<file path="config.mk">
export PLATFORM = sky130hd
export DESIGN_NAME = vball_video_timing
export DESIGN_NICKNAME = d
export VERILOG_FILES = /design/src/rtl/vball_video_timing.sv
export SDC_FILE = /design/constraint.sdc
export NUM_CORES = 1
export LEC_CHECK = 0
export ABC_AREA = 1
export BUFFER_PORTS_ARGS = -buffer_cell sky130_fd_sc_hd__buf_2
export CORE_ASPECT_RATIO = 0.8
export CORE_MARGIN = 5
export CORE_UTILIZATION = 60
export DETAILED_ROUTE_END_ITERATION = 8
export GPL_TIMING_DRIVEN = 0
export MAX_ROUTING_LAYER = met4
export PLACE_DENSITY = 0.92
export SLEW_MARGIN = 20
export SYNTH_ARGS = -nofsm -noshare
export SYNTH_HDL_FRONTEND = slang
export SYNTH_SLANG_ARGS = --single-unit
</file>
<file path="constraint.sdc">
create_clock -name clk -period 3.15 [get_ports clk]
set_input_delay 0.1575 -clock clk [delete_from_list [all_inputs] [get_ports clk]]
set_output_delay 0.1575 -clock clk [all_outputs]
set_load 0.1 [all_outputs]
</file>
<file path="src/rtl/vball_video_timing.sv">
`timescale 1ns/1ps
// Parametrised raster timing for the arcade cores: H/V counters, blanking, syncs,
// frame-boundary centering offsets, NMI, periodic line IRQ and raster-compare IRQ.
module vball_video_timing #(
  parameter int HW            = 9,
  parameter int VW            = 9,
  parameter int H_LAST        = 384,
  parameter int H_BLANK_END   = 1,
  parameter int H_BLANK_START = 241,
  parameter int H_SYNC_POS    = 297,
  parameter int H_SYNC_LEN    = 32,
  parameter int V_LAST        = 262,
  parameter int V_BLANK_START = 240,
  parameter int V_SYNC_POS    = 248,
  parameter int V_SYNC_LEN    = 3,
  parameter int IRQ_SHIFT     = 3,
  parameter int HOFS_W        = 4,
  parameter int VOFS_W        = 3
) (
  input  logic              clk,
  input  logic              reset_n,
  input  logic              ce_pix,
  input  logic              flip,
  input  logic [HOFS_W-1:0] h_center,
  input  logic [VOFS_W-1:0] v_center,
  input  logic              raster_en,
  input  logic [VW-1:0]     raster_line,
  input  logic              irq_ack,
  output logic              hs,
  output logic              vs,
  output logic              hb,
  output logic              vb,
  output logic [HW-1:0]     hcount,
  output logic [VW-1:0]     vcount,
  output logic [VW-1:0]     vcount_disp,
  output logic              nmi,
  output logic              irq,
  output logic              irq_raster,
  output logic              frame_start
);

  localparam logic [HW-1:0] H_LAST_C   = HW'(H_LAST);
  localparam logic [HW-1:0] H_BEND_C   = HW'(H_BLANK_END);
  localparam logic [HW-1:0] H_BSTART_C = HW'(H_BLANK_START);
  localparam logic [VW-1:0] V_LAST_C   = VW'(V_LAST);
  localparam logic [VW-1:0] V_BSTART_C = VW'(V_BLANK_START);
  localparam logic [VW-1:0] V_DISP_TOP = VW'(V_BLANK_START - 1);

  localparam logic signed [HW+1:0] H_LEN_S  = (HW+2)'(H_LAST + 1);
  localparam logic signed [HW+1:0] H_POS_S  = (HW+2)'(H_SYNC_POS);
  localparam logic signed [HW+1:0] H_SLEN_S = (HW+2)'(H_SYNC_LEN);
  localparam logic signed [VW+1:0] V_LEN_S  = (VW+2)'(V_LAST + 1);
  localparam logic signed [VW+1:0] V_POS_S  = (VW+2)'(V_SYNC_POS);
  localparam logic signed [VW+1:0] V_SLEN_S = (VW+2)'(V_SYNC_LEN);

  // Fold a value in (-len, 2*len) back into [0, len) for the sync window edges.
  function automatic logic [HW-1:0] h_mod(input logic signed [HW+1:0] v);
    logic signed [HW+1:0] t;
    t = v;
    if (t[HW+1])           t = t + H_LEN_S;
    else if (t >= H_LEN_S) t = t - H_LEN_S;
    return t[HW-1:0];
  endfunction

  function automatic logic [VW-1:0] v_mod(input logic signed [VW+1:0] v);
    logic signed [VW+1:0] t;
    t = v;
    if (t[VW+1])           t = t + V_LEN_S;
    else if (t >= V_LEN_S) t = t - V_LEN_S;
    return t[VW-1:0];
  endfunction

  logic [1:0]               rst_sync_q;
  logic                     run;
  logic [HW-1:0]            hcount_q, hcount_d;
  logic [VW-1:0]            vcount_q, vcount_d;
  logic                     h_at_last, v_at_last, line_start, adv, raster_set;
  logic                     hs_q, vs_q, hb_q, vb_q, started_q;
  logic                     nmi_q, irq_q, irq_raster_q, frame_start_q;
  logic signed [HOFS_W-1:0] h_shad_q;
  logic signed [VOFS_W-1:0] v_shad_q;
  logic signed [HW+1:0]     h_ofs_s;
  logic signed [VW+1:0]     v_ofs_s;
  logic [HW-1:0]            hs_on, hs_off;
  logic [VW-1:0]            vs_on, vs_off;

  always_ff @(posedge clk or negedge reset_n) begin
    if (!reset_n) rst_sync_q <= 2'b00;
    else          rst_sync_q <= {rst_sync_q[0], 1'b1};
  end

  assign run        = rst_sync_q[1];
  assign adv        = run & ce_pix;
  assign line_start = (hcount_q == '0);
  assign raster_set = adv & raster_en & line_start & (vcount_q == raster_line);

  always_comb begin
    h_at_last = (hcount_q == H_LAST_C);
    v_at_last = (vcount_q == V_LAST_C);
    hcount_d  = h_at_last ? '0 : hcount_q + 1'b1;
    vcount_d  = vcount_q;
    if (h_at_last) vcount_d = v_at_last ? '0 : vcount_q + 1'b1;
  end

  always_comb begin
    h_ofs_s = {{(HW+2-HOFS_W){h_shad_q[HOFS_W-1]}}, h_shad_q};
    v_ofs_s = {{(VW+2-VOFS_W){v_shad_q[VOFS_W-1]}}, v_shad_q};
    hs_on   = h_mod(H_POS_S - h_ofs_s);
    hs_off  = h_mod($signed({2'b00, hs_on}) + H_SLEN_S);
    vs_on   = v_mod(V_POS_S - v_ofs_s);
    vs_off  = v_mod($signed({2'b00, vs_on}) + V_SLEN_S);
  end

  // Counters, shadows and level outputs; syncs compare the upcoming count.
  always_ff @(posedge clk or negedge reset_n) begin
    if (!reset_n) begin
      hcount_q  <= '0;
      vcount_q  <= '0;
      hs_q      <= 1'b1;
      vs_q      <= 1'b1;
      hb_q      <= 1'b1;
      vb_q      <= 1'b0;
      started_q <= 1'b0;
      h_shad_q  <= '0;
      v_shad_q  <= '0;
    end else if (!run) begin
      h_shad_q <= h_center;
      v_shad_q <= v_center;
    end else if (ce_pix) begin
      hcount_q  <= hcount_d;
      vcount_q  <= vcount_d;
      started_q <= 1'b1;
      if (h_at_last && v_at_last) begin
        h_shad_q <= h_center;
        v_shad_q <= v_center;
      end
      if (hcount_q == H_BEND_C)        hb_q <= 1'b0;
      else if (hcount_q == H_BSTART_C) hb_q <= 1'b1;
      if (hcount_d == hs_on)           hs_q <= 1'b0;
      else if (hcount_d == hs_off)     hs_q <= 1'b1;
      if (h_at_last) begin
        if (vcount_d == V_BSTART_C) vb_q <= 1'b1;
        else if (vcount_d == '0)    vb_q <= 1'b0;
        if (vcount_d == vs_on)       vs_q <= 1'b0;
        else if (vcount_d == vs_off) vs_q <= 1'b1;
      end
    end
  end

  // Pulses are rewritten every clk so they never outlast one clk; the first
  // frame after reset release is not announced as a frame start.
  always_ff @(posedge clk or negedge reset_n) begin
    if (!reset_n) begin
      nmi_q         <= 1'b0;
      irq_q         <= 1'b0;
      frame_start_q <= 1'b0;
      irq_raster_q  <= 1'b0;
    end else begin
      nmi_q         <= adv & line_start & (vcount_q == V_BSTART_C);
      irq_q         <= adv & line_start & (&vcount_q[IRQ_SHIFT-1:0]);
      frame_start_q <= adv & started_q & line_start & (vcount_q == '0);
      if (raster_set)   irq_raster_q <= 1'b1;
      else if (irq_ack) irq_raster_q <= 1'b0;
    end
  end

  assign hs          = hs_q;
  assign vs          = vs_q;
  assign hb          = hb_q;
  assign vb          = vb_q;
  assign hcount      = hcount_q;
  assign vcount      = vcount_q;
  assign vcount_disp = flip ? (V_DISP_TOP - vcount_q) : vcount_q;
  assign nmi         = nmi_q;
  assign irq         = irq_q;
  assign irq_raster  = irq_raster_q;
  assign frame_start = frame_start_q;

endmodule

</file>
### Word-level counts from Yosys, hierarchy flattened

Index checks and enable logic that the tools add are counted.

* bits in read-only memories: 0
* register bits after elaboration: 36
* memories kept: 0
* word-level logic and storage cells: 100
* bits in latches: 0
* memory bits (writable): 0

* shifts and indexed selects: 0
* order comparisons: 4
* equal/unequal tests: 13
* reductions and logical operators: 16
* bitwise logic cells: 10
* add/subtract/negate cells: 15
* multiplexer cells: 28
* divide/modulo/power cells: 0
* multipliers: 0

Operator list (number)
* two-way mux 9 bit: 12
* equality test 9 bit: 5
* adder 9 bit, second input constant: 3
* equality test 9 x 8 -> 1 bit, second input constant: 3
* zero test 9 bit: 3
* subtractor 9 bit, second input constant: 3
* greater-or-equal comparator 10 x 9 -> 1 bit, second input constant: 2
* adder 9 x 1 -> 9 bit, second input constant: 2
* equality test 9 bit, second input constant: 2
* two-way mux 4 bit: 3
* greater-or-equal comparator 11 x 10 -> 1 bit, second input constant: 1
* subtractor 10 x 4 -> 11 bit, first input constant: 1
* adder 9 x 2 -> 10 bit, second input constant: 1
* adder 9 x 6 -> 10 bit, second input constant: 1
* bitwise AND 1 bit: 10
* greater-or-equal comparator 10 bit, second input constant: 1
* two-way mux 1 bit: 10
* nonzero test 2 bit: 5
* subtractor 9 x 3 -> 10 bit, first input constant: 1
* adder 9 x 8 -> 9 bit, second input constant: 1
* equality test 9 x 1 -> 1 bit, second input constant: 1
* two-way mux 3 bit: 3
* AND reduction 3 bit: 3
* subtractor 8 x 9 -> 9 bit, first input constant: 1
* 6 further kinds: 8

### Logic depth before layout (Yosys ltp)

Gate-level depths: netlist of the first run.

* depth after elaboration: 11
* mapped depth: 16
* depth with buffers taken out: 16

### Worst setup path after synthesis of the first run

Ideal clock, no wire load.

* path kind: flip-flop to output port
* start point: reg vcount_q[4] (netlist: vcount[4])
* end point: out vcount_disp[8]
* path slack: -0.130 ns
* required time: 2.992 ns
* buffers on the path: 0
* arrival: 3.123 ns
* cell stages (with the launch flop): 6
* path through: dfrtp_1 ha_1 inv_1 nor2_1 nand2_1 xor2_1

* word-level cells in the longest chain between the ends: 2

RTL lines
* start, declared: RTL line 76 `logic [VW-1:0] vcount_q, vcount_d;`
* start signal, assigned: RTL line 131 `vcount_q <= vcount_d;`
* subtractor 8 x 9 -> 9 bit: RTL line 173 `assign vcount_disp = flip ? (V_DISP_TOP - vcount_q) : vcount_q;`
* two-way mux 9 bit: RTL line 173
* end, declared: RTL line 35 `output logic [VW-1:0] vcount_disp,`

Every way passes these cells.

### Worst setup path in the final report of the first run

Ends and elaborated chain as after synthesis.

==> qor.csv, run 1 <==
metric,value,unit
Pleak,1.68,nW
Crit. End Element,primary output,
Routed Antenna Nets,0,
later-pin clock latency in the skew report,290,ps
number of global-route vias before repair,2632,
"FF+latch count, synth",36,
CTS Sinks,36,
power per cell area,607,nW/um^2
sequential power share,0.294,
htree depth,2,
status,"finished, final reports clean",
CTS root buf,clkbuf_8,
WP data required,2990,ps
Die Y,71.2,um
largest fanout on the critical path,9,
unrepaired setup endpoints after global routing,false,
die width,86.5,um
HPWL after DPL,5.61,mm
post-synth top area share,0.294,
nets@finish,484,
register area share after synthesis,0.322,
I/O pins,57,
Syn. warnings,0,
pin count of the biggest net entering global routing,37,
number of max-cap violations,0,
CTS tree,built,
Non-Filler Instances,511,
"EDFF count, synth",0,
DRT Pass-1 Iters,6,
cell count after synthesis,387,
Setup WS pre-CTS,895,ps
Layout fillers,368,
vias,2828,
Initial Utilization,0.615,
Int Power,918,uW
Core ar.,4570,sq um
worst hold stages,3,
crit-path cells,ha_1 -> inv_1 -> nor2_1 -> nand2_1 -> xor2_2 -> buf_2,
Synth area leader,dfrtp_1,
CTS Buf Count,5,
minimum clock period,2320,ps
cells on worst reg2reg path,13,
Clock Tree Buf Depth,2,
# diodes,0,
setup violators final,0,
Comb pwr share,0.526,
WL final,7.33,mm
Hold EP,v_shad_q[0]$_DFFE_PN0P_,
row count,22,
# DRC,0,
clock slew at reported path FFs,80,ps
measured slew at the worst slew-check pin,806,ps
worst setup margin,833,ps
Hold Fails Final Rpt,0,
CP max-delay cell,dfrtp_1,
Mapped Nets,421,
maximum clock rate,0.432,GHz
Area growth syn-to-layout,16.7,%
maximum VDD drop,0.434,mV
Syn Area/Cell,7.26,sq um
synth top area cells,"dfrtp_1 29%, nand2_1 13%, inv_1 6.7%, xor2_1 6.5%, ha_1 5.3%",
placed cells,502,
IO buf count,55,
async set-reset flop share out of synthesis,1.00,
fin crit share,0.736,
1st-iter DRT viols,277,
Placer Congestion,0.960,
Clock power frac,0.180,
worst path arrival time,2160,ps
Via density,5.53,
FF-to-FF End,vb$_DFFE_PN0P_,
Setup CP Type,register to primary output,
Main synth FF type,dfrtp_1,
initial antenna violation count,0,
routed wire length per instance,14.3,um
Switching Share,0.539,
net load switching power,1.07,mW
layout cell share with drive strength beyond 1,0.231,
hold path start,v_center[0],
Worst slew margin,0.462,
setup TNS,0,ps
"Slew Viols, Final",0,
critical path startpoint category,register,
r2r setup slk,850,ps
DIE AREA,6160,sq um
first-pass GRT wire length,12.1,mm
Slowest Stage Delay on Critical Path,540,ps
gr usage total,0.250,
clock skew,8.83,ps
type of the worst min-delay path,input port to register,
synthesized area,2810,sq um
worst r2r src,vcount[5]$_DFFE_PN0P_,
Netlist cell types,42,
gr ovfl total,0,
[cell usage in the layout (no fill, tap or decap), types with 2 or more instances in the layout]
cell / count
o22ai_1: 5
nand3_1: 25
inv_2: 3
nor3_1: 9
nor2_1: 26
clkinv_1: 2
buf_2: 57
inv_1: 50
nand2_2: 5
mux2_2: 2
dfrtp_1: 33
o21ai_0: 28
a211oi_1: 2
nor2_4: 2
xor2_1: 20
buf_4: 3
a21oi_1: 3
ha_1: 12
dfstp_2: 3
clkinvlp_4: 2
nand3_2: 3
nand2_1: 101
nor4_1: 4
o21ai_1: 3
o211ai_1: 2
nor2_2: 4
clkbuf_1: 4
nand3_4: 3
nand4_1: 12
clkbuf_8: 6
[area by class of cell]
cell class,count,area [sq um],share of cell area
Multi-Input combinational cell,284,1630,0.496
Sequential cell,36,905,0.276
Timing Repair Buffer,56,285,0.0870
Inverter,56,213,0.0649
Clock buffer,6,82.6,0.0252
Buffer,11,78.8,0.0240
Tap cell,60,75.1,0.0229
Clock inverter,2,15.0,0.00458
[critical path, delay by kind of cell (launching register included)]
family	cells	cell delay [ps]
adders and majority gates	1	240
buffers and inverters	2	510
and+or+nand+nor	2	410
xor gates and xnor gates	1	170
DFF	1	540
[flip-flops by register name, indices dropped and copies added (netlist names), 2 cells and up]
name,flops
h_shad_q,4
hcount,9
rst_sync_q,2
v_shad_q,3
vcount,9
[through the flow]
step                hold WS (ps)  total power, mW   util  instance area [sq um]
finish                      67.4             1.99  0.718                   3280
global route                72.6             2.09  0.718                   3280
CTS                         66.5             1.98  0.718                   3280
detailed placement           293             1.63  0.694                   3170
global placement             291             1.60  0.694                   3170
floorplan                   -138             1.43      -                   2820
[cell usage after synthesis (all sizes together), types with 2 or more instances]
cell type,count
nand2,107
a211oi,2
nor2,33
nor4,4
xnor2,2
nand4,13
a21oi,4
xor2,21
inv,54
o211ai,2
clkbuf,4
dfstp,3
nand3,31
mux2,2
nor3,10
dfrtp,33
clkinv,2
ha,12
buf,7
o21ai,32
o22ai,5
[what timing repair did]
item	in CTS	in global routing
gates resized for setup	0	0
buffers inserted	0	0
hold endpoints to repair	33	0
hold buffers	1	0
[how the worst max path moves through the flow]
stage,start,to,slack [ps],depth (start not counted)
after global placement,vcount[5]$_DFFE_PN0P_,vb$_DFFE_PN0P_,890,13
after CTS,vcount[4]$_DFFE_PN0P_,vcount_disp[8],830,6
after global routing,vcount[4]$_DFFE_PN0P_,vs$_DFFE_PN1P_,640,15
final,vcount[4]$_DFFE_PN0P_,vcount_disp[8],830,6
after floorplan,vcount[6]$_DFFE_PN0P_,vcount_disp[7],60,4
after detailed placement,vcount[5]$_DFFE_PN0P_,vb$_DFFE_PN0P_,890,13
[logic make-up after synthesis]
family,Yosys count,share of synthesized area
AOI/OAI and AO/OA,45,0.0873
xor gates and xnor gates,23,0.0744
adders and majority gates,12,0.0534
buffers and inverters,67,0.104
DFF,36,0.322
muxes,2,0.00801
other,1,0.00133
and+or+nand+nor,201,0.350
[power groups by stage]
stage | Clock (mW) | Combinational (mW) | Sequential (mW)
6_report | 0.358 | 1.05 | 0.585
5_1_grt | 0.376 | 1.12 | 0.595
4_1_cts | 0.358 | 1.04 | 0.584
3_5_place_dp | 0 | 1.04 | 0.592
3_3_place_gp | 0 | 1.01 | 0.590
2_1_floorplan | 0 | 0.558 | 0.875
[per-layer routing]
layer	wire length (um)	GRT usage	part of all wire	vias to the layer above
met1	3320	0.347	0.45	1320
met4	80	0.0588	0.011	0
met5	0	-	0	-
met3	557	0.0379	0.076	11
li1	-	-	-	1375
met2	3370	0.387	0.46	122
No activity file was read; power rests on OpenSTA's default activity.
==> run 2: changes to the inputs <==
- CORE_UTILIZATION: 60 -> 56
- PLACE_DENSITY: 0.92 -> 0.87
- clock period: 3.15 -> 2.43 ns (I/O delays scaled with it)
==> run 2 against run 1 <==
Global-route usage decreased by 0.32 points. Register-to-register slack got worse by 660 ps. Combinational power increased by 30%. Final cell count increased by 0.39%. Critical path type is now register to register.
==> qor.csv, run 2 (synthesis results as in run 1) <==
metric,value,unit,change
most frequent cells in the layout,"101 x nand2_1, 57 x buf_2, 49 x inv_1",,"was 101 x nand2_1, 57 x buf_2, 50 x inv_1"
"most common cell after layout, fill and taps aside",nand2_1,,unchanged
Crit path top cell by count,nand2_1,,
DIE AREA,6540,sq um,was 6160 sq um
later-pin clock latency in the skew report,310,ps,was 290 ps
"CP delay by family, top",simple AND/OR/NAND/NOR gates,,was flip-flops
CTS root buf,clkbuf_8,,unchanged
Slowest Stage Delay on Critical Path,490,ps,was 540 ps
maximum VDD drop,0.552,mV,was 0.434 mV
Clock power frac,0.172,,was 0.180
# diodes,0,,unchanged
routed wire length per instance,14.4,um,was 14.3 um
number of max-cap violations,0,,unchanged
HPWL after DPL,5.61,mm,about the same
nets@finish,484,,unchanged
net load switching power,1.39,mW,was 1.07 mW
CTS tree,built,,unchanged
IO buf count,55,,unchanged
worst path arrival time,2420,ps,was 2160 ps
number of global-route vias before repair,2693,,"was 2,632"
setup violators final,0,,unchanged
Layout fillers,432,,was 368
first-pass GRT wire length,12.2,mm,was 12.1 mm
Switching Share,0.542,,was 0.539
Int Power,1.17,mW,was 918 uW
CTS Sinks,36,,unchanged
Min Hold Slack,22.4,ps,was 67.4 ps
gr ovfl total,0,,unchanged
initial antenna violation count,0,,unchanged
fin crit share,0.922,,
type of the worst min-delay path,input port to register,,unchanged
crit-path cells,inv_1 -> ha_1 -> nand2_1 -> nor2_2 -> nand2_4 -> nand3_4 -> nand2_1 -> nor3_2 -> nand3_1 -> nor3_1 -> nand2_1 -> nand2_1 -> o21ai_1,,was ha_1 -> inv_1 -> nor2_1 -> nand2_1 -> xor2_2 -> buf_2
critical path startpoint category,register,,unchanged
WP data required,2610,ps,was 2990 ps
Setup WS pre-CTS,162,ps,was 895 ps
Routed Antenna Nets,0,,unchanged
clock skew,13.7,ps,was 8.83 ps
Comb pwr share,0.531,,was 0.526
unrepaired setup endpoints after global routing,false,,unchanged
clock slew at reported path FFs,70,ps,was 80 ps
status,"finished, final reports clean",,unchanged
Core ar.,4950,sq um,was 4570 sq um
worst setup margin,190,ps,was 833 ps
Clock Tree Buf Depth,2,,unchanged
layout cell share with drive strength beyond 1,0.253,,was 0.231
sequential power share,0.297,,was 0.294
Setup CP Type,register to register,,was register to primary output
measured slew at the worst slew-check pin,819,ps,was 806 ps
htree depth,2,,unchanged
maximum clock rate,0.446,GHz,
1st-iter DRT viols,367,,was 277
Initial Utilization,0.568,,was 0.615
"Design Area, Final",3320,sq um,was 3280 sq um
CP bufs+invs,1,,was 2
# DRC,0,,unchanged
Hold Fails Final Rpt,0,,unchanged
Via density,5.56,,was 5.53
I/O pins,57,,unchanged
Area growth syn-to-layout,18.1,%,was 16.7%
Die Y,73.4,um,was 71.2 um
die width,89.2,um,was 86.5 um
vias,2854,,"was 2,828"
WL final,7.41,mm,was 7.33 mm
Placer Congestion,0.977,,was 0.960
pin count of the biggest net entering global routing,37,,unchanged
Pleak,1.68,nW,about the same
dpl cell area,3210,sq um,was 3170 sq um
DRT Pass-1 Iters,6,,unchanged
CP max-delay cell,dfrtp_2,,was dfrtp_1
gr usage total,0.247,,was 0.250
largest fanout on the critical path,9,,unchanged
minimum clock period,2240,ps,
row count,23,,was 22
CTS Buf Count,5,,unchanged
power per cell area,773,nW/um^2,was 607 nW/um^2
"Slew Viols, Final",0,,unchanged
Crit. End Element,register,,was primary output
Worst slew margin,0.454,,was 0.462
run 2: final timing paths:
kind	start	endpoint	slack, ps	cells after the start
setup / recovery	vcount[4]$_DFFE_PN0P_	vb$_DFFE_PN0P_	190	13
hold / removal	irq_ack	irq_raster$_DFFE_PN0P_	20	2
setup reg to reg	vcount[4]$_DFFE_PN0P_	vb$_DFFE_PN0P_	190	13
hold reg to reg	rst_sync_q[0]$_DFF_PN0_	rst_sync_q[1]$_DFF_PN0_	360	0
max in group asynchronous	reset_n	vcount[4]$_DFFE_PN0P_	1400	2
min in group asynchronous	reset_n	hcount[4]$_DFFE_PN0P_	450	2
run 2: power by group through the flow:
stage | clock network (mW) | registers (mW) | logic (mW)
2_1_floorplan | 0 | 1.14 | 0.732
4_1_cts | 0.444 | 0.758 | 1.35
3_5_place_dp | 0 | 0.770 | 1.35
6_report | 0.442 | 0.761 | 1.36
5_1_grt | 0.462 | 0.771 | 1.45
3_3_place_gp | 0 | 0.767 | 1.32
run 2: worst register-to-register path: stages (launching register included):
cell and delay (ps):
dfrtp_2 490, inv_1 140, ha_1 170, nand2_1 90, nor2_2 200, nand2_4 140, nand3_4 130, nand2_1 130
nor3_2 180, nand3_1 110, nor3_1 160, nand2_1 70, nand2_1 60, o21ai_1 60
run 2: through the flow:
step | util | setup TNS, ps | cells | total power [mW]
detailed placement | 0.648 | 0 | 504 | 2.12
finish | 0.670 | 0 | 513 | 2.56
global placement | 0.648 | 0 | 504 | 2.08
global route | 0.670 | 0 | 513 | 2.69
CTS | 0.668 | 0 | 513 | 2.56
floorplan | - | -306 | 387 | 1.87
run 2: final cells by class:
class	instances	area, sq um	area share
clock buffers	6	72.6	0.0219
multi-input cells	284	1660	0.501
inverters	56	213	0.0641
well taps	62	77.6	0.0234
repair buffers	56	285	0.0860
flip-flops and latches	36	913	0.275
plain buffers	11	78.8	0.0238
clock inverters	2	16.3	0.00490
run 2: repair_timing:
action / in CTS / in global routing
setup buffers: 0 / 0
hold endpoints to repair: 33 / 0
hold buffers: 1 / 0
resized for setup: 0 / 3
endpoints found under the setup margin: 0 / 1
run 2: metal layers:
metal  global-route usage  routed length, um  vias up
met2                0.385               3370      154
li1                     -                  -     1376
met1                0.326               3250     1308
met4               0.0793                127        0
met5                    -                  0        -
met3               0.0437                658       16
